===== src/rtl/timer_apb_regs.sv =====
// APB responder and register file (TCR/TDR/TCNT/TSR) for the 8-bit timer.
// Define TIMER_INT_EN to add the TIER register at 8'h04 and the registered irq output.
module timer_apb_regs #(
    parameter int WAIT_STATES = 1
) (
    input  logic       pclk,
    input  logic       presetn,
    input  logic       psel,
    input  logic       penable,
    input  logic       pwrite,
    input  logic [7:0] paddr,
    input  logic [7:0] pwdata,
    output logic [7:0] prdata,
    output logic       pready,
    output logic       pslverr,
    output logic [7:0] tdr,
    output logic       load,
    output logic       cnt_en,
    output logic       cnt_dw,
    output logic [1:0] clk_sel,
    input  logic [7:0] cnt,
    input  logic       tmr_ovf,
    input  logic       tmr_udf
`ifdef TIMER_INT_EN
    ,
    output logic       irq
`endif
);

    localparam logic [7:0] A_TCR  = 8'h00;
    localparam logic [7:0] A_TDR  = 8'h01;
    localparam logic [7:0] A_TCNT = 8'h02;
    localparam logic [7:0] A_TSR  = 8'h03;
`ifdef TIMER_INT_EN
    localparam logic [7:0] A_TIER = 8'h04;
`endif
    localparam logic [1:0] WS = WAIT_STATES[1:0];

    // SETUP is the first access cycle after a setup phase was seen; ACCESS covers
    // the remaining wait cycles. wcnt counts wait cycles already spent.
    typedef enum logic [1:0] {
        ST_IDLE   = 2'd0,
        ST_SETUP  = 2'd1,
        ST_ACCESS = 2'd2
    } state_t;

    state_t     state;
    state_t     state_nxt;
    logic [1:0] wcnt;
    logic [1:0] wcnt_nxt;

    logic       tcr_en;
    logic       tcr_dw;
    logic [1:0] tcr_clk;
    logic       tsr_ovf;
    logic       tsr_udf;
`ifdef TIMER_INT_EN
    logic [1:0] tier;
`endif

    logic       reg_hit;
    logic       bus_err;
    logic [7:0] rd_mux;
    logic       wr_commit;
    logic       wr_tcr;
    logic       wr_tdr;
    logic       wr_tsr;

    always_ff @(posedge pclk) begin
        if (!presetn) begin
            state <= ST_IDLE;
            wcnt  <= 2'd0;
        end else begin
            state <= state_nxt;
            wcnt  <= wcnt_nxt;
        end
    end

    always_comb begin
        state_nxt = state;
        wcnt_nxt  = wcnt;
        case (state)
            ST_IDLE: begin
                wcnt_nxt = 2'd0;
                if (psel && !penable) state_nxt = ST_SETUP;
            end
            ST_SETUP, ST_ACCESS: begin
                if (pready) begin
                    state_nxt = (psel && !penable) ? ST_SETUP : ST_IDLE;
                    wcnt_nxt  = 2'd0;
                end else if (psel && penable) begin
                    state_nxt = ST_ACCESS;
                    wcnt_nxt  = wcnt + 2'd1;
                end else if (psel) begin
                    state_nxt = ST_SETUP;
                    wcnt_nxt  = 2'd0;
                end else begin
                    state_nxt = ST_IDLE;
                    wcnt_nxt  = 2'd0;
                end
            end
            default: begin
                state_nxt = ST_IDLE;
                wcnt_nxt  = 2'd0;
            end
        endcase
    end

    // Handshake: a transfer completes in the single cycle where psel, penable and
    // pready are all high; prdata/pslverr are meaningful only in that cycle.
    always_comb begin
        pready = 1'b0;
        if ((state == ST_SETUP || state == ST_ACCESS) && psel && penable && wcnt == WS)
            pready = 1'b1;
    end

    always_comb begin
        reg_hit = 1'b1;
        rd_mux  = 8'h00;
        case (paddr)
            A_TCR:  rd_mux = {2'b00, tcr_dw, tcr_en, 2'b00, tcr_clk};
            A_TDR:  rd_mux = tdr;
            A_TCNT: rd_mux = cnt;
            A_TSR:  rd_mux = {6'b000000, tsr_udf, tsr_ovf};
`ifdef TIMER_INT_EN
            A_TIER: rd_mux = {6'b000000, tier};
`endif
            default: reg_hit = 1'b0;
        endcase
    end

    assign bus_err   = !reg_hit || (pwrite && paddr == A_TCNT);
    assign pslverr   = pready && bus_err;
    assign prdata    = (pready && !pwrite && !bus_err) ? rd_mux : 8'h00;

    assign wr_commit = psel && penable && pready && pwrite && !bus_err;
    assign wr_tcr    = wr_commit && paddr == A_TCR;
    assign wr_tdr    = wr_commit && paddr == A_TDR;
    assign wr_tsr    = wr_commit && paddr == A_TSR;

    // Status: a pulse sets the bit; writing 0 clears it, but a same-cycle pulse wins.
    always_ff @(posedge pclk) begin
        if (!presetn) begin
            tdr     <= 8'h00;
            tcr_en  <= 1'b0;
            tcr_dw  <= 1'b0;
            tcr_clk <= 2'b00;
            load    <= 1'b0;
            tsr_ovf <= 1'b0;
            tsr_udf <= 1'b0;
        end else begin
            load <= wr_tcr && pwdata[7];
            if (wr_tcr) begin
                tcr_en  <= pwdata[4];
                tcr_dw  <= pwdata[5];
                tcr_clk <= pwdata[1:0];
            end
            if (wr_tdr) tdr <= pwdata;
            tsr_ovf <= tmr_ovf || (tsr_ovf && !(wr_tsr && !pwdata[0]));
            tsr_udf <= tmr_udf || (tsr_udf && !(wr_tsr && !pwdata[1]));
        end
    end

`ifdef TIMER_INT_EN
    always_ff @(posedge pclk) begin
        if (!presetn) begin
            tier <= 2'b00;
            irq  <= 1'b0;
        end else begin
            if (wr_commit && paddr == A_TIER) tier <= pwdata[1:0];
            irq <= |({tsr_udf, tsr_ovf} & tier);
        end
    end
`endif

    assign cnt_en  = tcr_en;
    assign cnt_dw  = tcr_dw;
    assign clk_sel = tcr_clk;

endmodule


===== config.mk =====
export PLATFORM = sky130hd
export DESIGN_NAME = timer_apb_regs
export DESIGN_NICKNAME = d
export VERILOG_FILES = /design/src/rtl/timer_apb_regs.sv
export SDC_FILE = /design/constraint.sdc
export NUM_CORES = 1
export LEC_CHECK = 0
export CAP_MARGIN = 20
export CORE_UTILIZATION = 42
export DETAILED_ROUTE_END_ITERATION = 12
export HOLD_SLACK_MARGIN = 0.02
export PLACE_DENSITY_LB_ADDON = 0.15
export SLEW_MARGIN = 20
export SYNTH_ARGS = -nofsm -noshare
export SYNTH_HDL_FRONTEND = slang
export SYNTH_SLANG_ARGS = --single-unit

===== constraint.sdc =====
create_clock -name pclk -period 2.6 [get_ports pclk]
set_input_delay 0.65 -clock pclk [delete_from_list [all_inputs] [get_ports pclk]]
set_output_delay 0.65 -clock pclk [all_outputs]
set_load 0.01 [all_outputs]

# After elaboration in Yosys (flattened, before gate mapping)
# Index checks and enable logic that the tools add are counted.
# word_totals
regBits,19
inputBits,31
# classes
addsub,1
eq_ne,7
n_mux,10
bitwise_logic,3
n_reduce_logical,37
# ops
cell,n
case mux 8 bit (4 select lines),1
logical AND 1 bit,20
"equality test 8 x 2 -> 1 bit, second input constant",2
"equality test 8 x 1 -> 1 bit, second input constant",1
zero test 1 bit,8
zero test 8 bit,1
two-way mux 8 bit,1
OR reduction 4 bit,2
two-way mux 2 bit,3
"equality test 2 x 1 -> 1 bit, second input constant",2
logical OR 1 bit,4
two-way mux 1 bit,4
case mux 2 bit (2 select lines),1
inverter 1 bit,3
"adder 2 x 1 -> 2 bit, second input constant",1
"equality test 2 bit, second input constant",1
zero test 2 bit,1
"!= test 2 bit, second input constant",1
OR reduction 2 bit,1

# Depth between registers and ports, before layout
# depth
depth_word,14
mapped_depth,7
depth_no_buf,6

# Worst setup path before layout
# No wires, ideal clock.
# synth_path
path_type,input port to output port
start,input paddr[0]
end,output prdata[0]
t_arrival_ps,1465
required_time_ps,1950
setup_slack_ps,485
stages,3
n_path_buf,1
cell_sequence,buf_2 -> mux4_2 -> nor2b_1
# synth_between
elab_chain_cells,8
elab_cells_between_ends,13
cone_classes,3 x eq/ne; 3 x mux; 7 x reduce/logical
# synth_lines
item,line_no,text
start: declaration,11,"input logic [7:0] paddr,"
"equality test 8 x 2 -> 1 bit, or another cell as far along","120, 132",
OR reduction 4 bit (no line),--,
two-way mux 1 bit,120,case (paddr)
zero test 1 bit,132,assign bus_err = !reg_hit || (pwrite && paddr == A_TCNT);
logical OR 1 bit,132,
zero test 1 bit,134,assign prdata = (pready && !pwrite && !bus_err) ? rd_mux : 8'h00;
logical AND 1 bit,134,
two-way mux 8 bit (*),134,
end: declaration,13,"output logic [7:0] prdata,"
# Mark *: on every way between the ends. The rest lies on a longest branch, timed or not.

# Worst setup path in the final report
# layout_path
start,input paddr[5]
end,output prdata[3]
# Same word-level chain as after synthesis.

==> results.toml <==
[outcome]
status = "complete, no violations"

[critical_path]
criticalPathCategory = "in -> out"
worstSetupStartpointType = "input port"
rrSetupSlack_ns = 0.82
required_ns = 1.95
crit_path_end_kind = "output port"
critPathMaxFanout = 5
arrival_ns = 1.87
worst-r2r-cell-count = 8

[route]
antenna_left = 0
drtIter0Drc = 15
num_vias = 1130
drt-vias-per-instance = 5.21
drt-total-wl_um = 3060
routedWlPerCell_um = 14.1
post-route-drc-count = 0
dr.pass1.iters = 4

[timing]
hold_viol_final = 0
timing.fmax_ghz = 0.396
post-route-period-util_pct = 97.1
fin_hold_ws_ns = 0.432
slew_headroom_pct = 65.2
worstMarginPinSlew_ns = 0.520
drv_slew = 0
period_needed_ns = 2.52
rsz0062_at_grt = "false"
clock_skew_ns = 0.00585
setup_violations = 0

[synth]
synth_cells = 116
ys_seq_area_share_pct = 36.3
netlist_area_um2 = 1050
yosys.cell_types.count = 30
synthesis.nets = 150
synthTopCellsByCount = "nand2_1 (21), dfxtp_1 (19), mux2i_1 (14), nor2_1 (12), nor2b_1 (5)"
ys_seq_elements = 19
synthFlopType = "dfxtp_1"
yosysTopAreaCell = "dfxtp_1"
yosysTopAreaCellShare_pct = 36.3
synth-warning-count = 0
synth_edf_count = 0
syn_area_per_cell_um2 = 9.04
yosysMostFrequentCell = "nand2_1"
synthArstFlopShare_pct = 0
yosys-top-cells-area = "dfxtp_1 (36%), mux2i_1 (13%), nand2_1 (7.5%), mux4_2 (4.3%), nor2_1 (4.3%)"

[power]
p_sw_uw = 134
p_leak_uw = 0.000778
p_comb_share_pct = 20.1
power_density_nw_per_um2 = 319
pwr-share-clk_pct = 26.6
switching_share_pct = 24.0
p_int_uw = 423
max-vdd-ir-drop_mv = 0.255
seqPwrFrac_pct = 53.3

[grt]
antenna_found_initial = 0
grt_pass1_wl_um = 4720
grt_pass1_vias = 1072
grt_max_degree = 16
grt_usage_pct = 24.0
grt-ovfl-total = 0

[cells_and_area]
final_util_pct = 76.6
syn2layout_area_growth_pct = 66.3
drive_above_1_share_pct = 24.3
final_cells = 217
nFillCells = 165
antenna_cells = 0
nets = 224

[placed_design]
port-buffer-count = 53
hpwlAfterDp_um = 2270
gp_congestion = 0.808
place_inst = 206

[floorplanning]
num_rows = 17
die_width_um = 52.0
core_area_um2 = 2280
initial_core_util_pct = 46.1
die_area_um2 = 2700
io_pins = 54
die_h_um = 52.0

[clocking]
cts_tree = "done"
numCtsBuffers = 3
clock-root-buffer = "clkbuf_4"
postCtsHoldBufs = 0
clk_path_buf_depth = 2
path_clk_slew_ns = 0.10
h-tree-depth = 1
clkLatencyLatePin_ns = 0.29
clock-sinks = 19

[hold_path]
min_path_type = "reg -> reg"
whs_path_depth = 1

[run]
cap_violations = 0
[final timing paths]
kind	from	endpoint
setup / recovery	paddr[5]	prdata[3]
hold / removal	wcnt[0]	wcnt[0]
setup reg to reg	state[1]	cnt_en
hold reg to reg	wcnt[0]	wcnt[0]
[flip-flops by register name (all words and copies together) (netlist names)]
name,flops
cnt_dw,1
tsr_ovf,1
load,1
tsr_udf,1
cnt_en,1
clk_sel,2
state,2
wcnt,2
tdr,8
[worst max-delay path: stages]
cell           delay, ns
dlygate4sd2_1       0.27
nor4_4              0.36
nand4b_4            0.20
buf_6               0.17
nor2_1              0.09
buf_2               0.13
[what timing repair did]
action                                  in CTS  in global routing
endpoints found under the setup margin      10                  8
pin swaps                                    3                  3
setup buffers                                6                  1
resized for setup                           42                  9
cloned                                       0                  0
[layout make-up]
cell class	instances	area, µm²	share of cell area, %
repair buffers	75	658	37.7
multi-input cells	87	627	35.9
flip-flops and latches	19	383	22.0
well taps	28	35.0	2.01
clock buffers	4	26.3	1.51
inverters	4	15.0	0.861
[through the flow]
stage	instance area, µm²	setup slack (ns)	total power [µW]	setup TNS (ns)
2_1_floorplan	1050	0.485	342	0
3_3_place_gp	1680	-0.499	409	-4.35
3_5_place_dp	1680	-0.536	414	-4.68
4_1_cts	1730	0.00189	559	0
5_1_grt	1740	0.00217	585	0
6_report	1740	0.0751	556	0
[power groups by stage]
stage | Combinational (µW) | Clock (µW) | Sequential [µW]
global route | 121 | 167 | 297
detailed placement | 111 | 0 | 303
floorplan | 39.5 | 0 | 303
global placement | 106 | 0 | 303
CTS | 109 | 154 | 297
finish | 112 | 148 | 297
[cells in the final DEF, fill, tap and decap left out, drive strengths merged]
master,synthesis,final
and3,3,3
a22oi,4,4
dlymetal6s2s,0,1
inv,4,4
mux2i,14,14
nand3,2,2
nor2b,5,5
or3,1,1
nor3,1,1
a31oi,3,3
buf,4,28
a2bb2oi,2,2
and3b,1,1
o21ai,2,2
nor3b,1,1
dfxtp,19,19
dlygate4sd2,0,9
clkdlybuf4s50,0,35
nor2,12,12
nor4,1,1
nand2,21,21
mux4,2,2
a21boi,2,2
nand2b,1,1
ha,3,3
and4,1,1
nand4,3,3
nand4b,2,2
clkbuf,2,6
[layer usage]
layer / vias to the layer above / wire length (µm) / global-route usage, %
met5: - / 0 / 0
met2: 30 / 1630 / 45.9
met1: 539 / 1320 / 28.5
met3: 2 / 97 / 1.75
met4: 0 / 11 / 5.41
li1: 559 / - / -
[kinds of logic after synthesis]
| family | after synthesis | synth area share [%] |
|---|---|---|
| flops | 19 | 36.3 |
| mux | 16 | 17.7 |
| simple gates | 55 | 28.0 |
| fa+ha+maj | 3 | 3.58 |
| buf+inv | 10 | 5.73 |
| compound gates | 13 | 8.71 |
(Power assumes the default switching activity.)
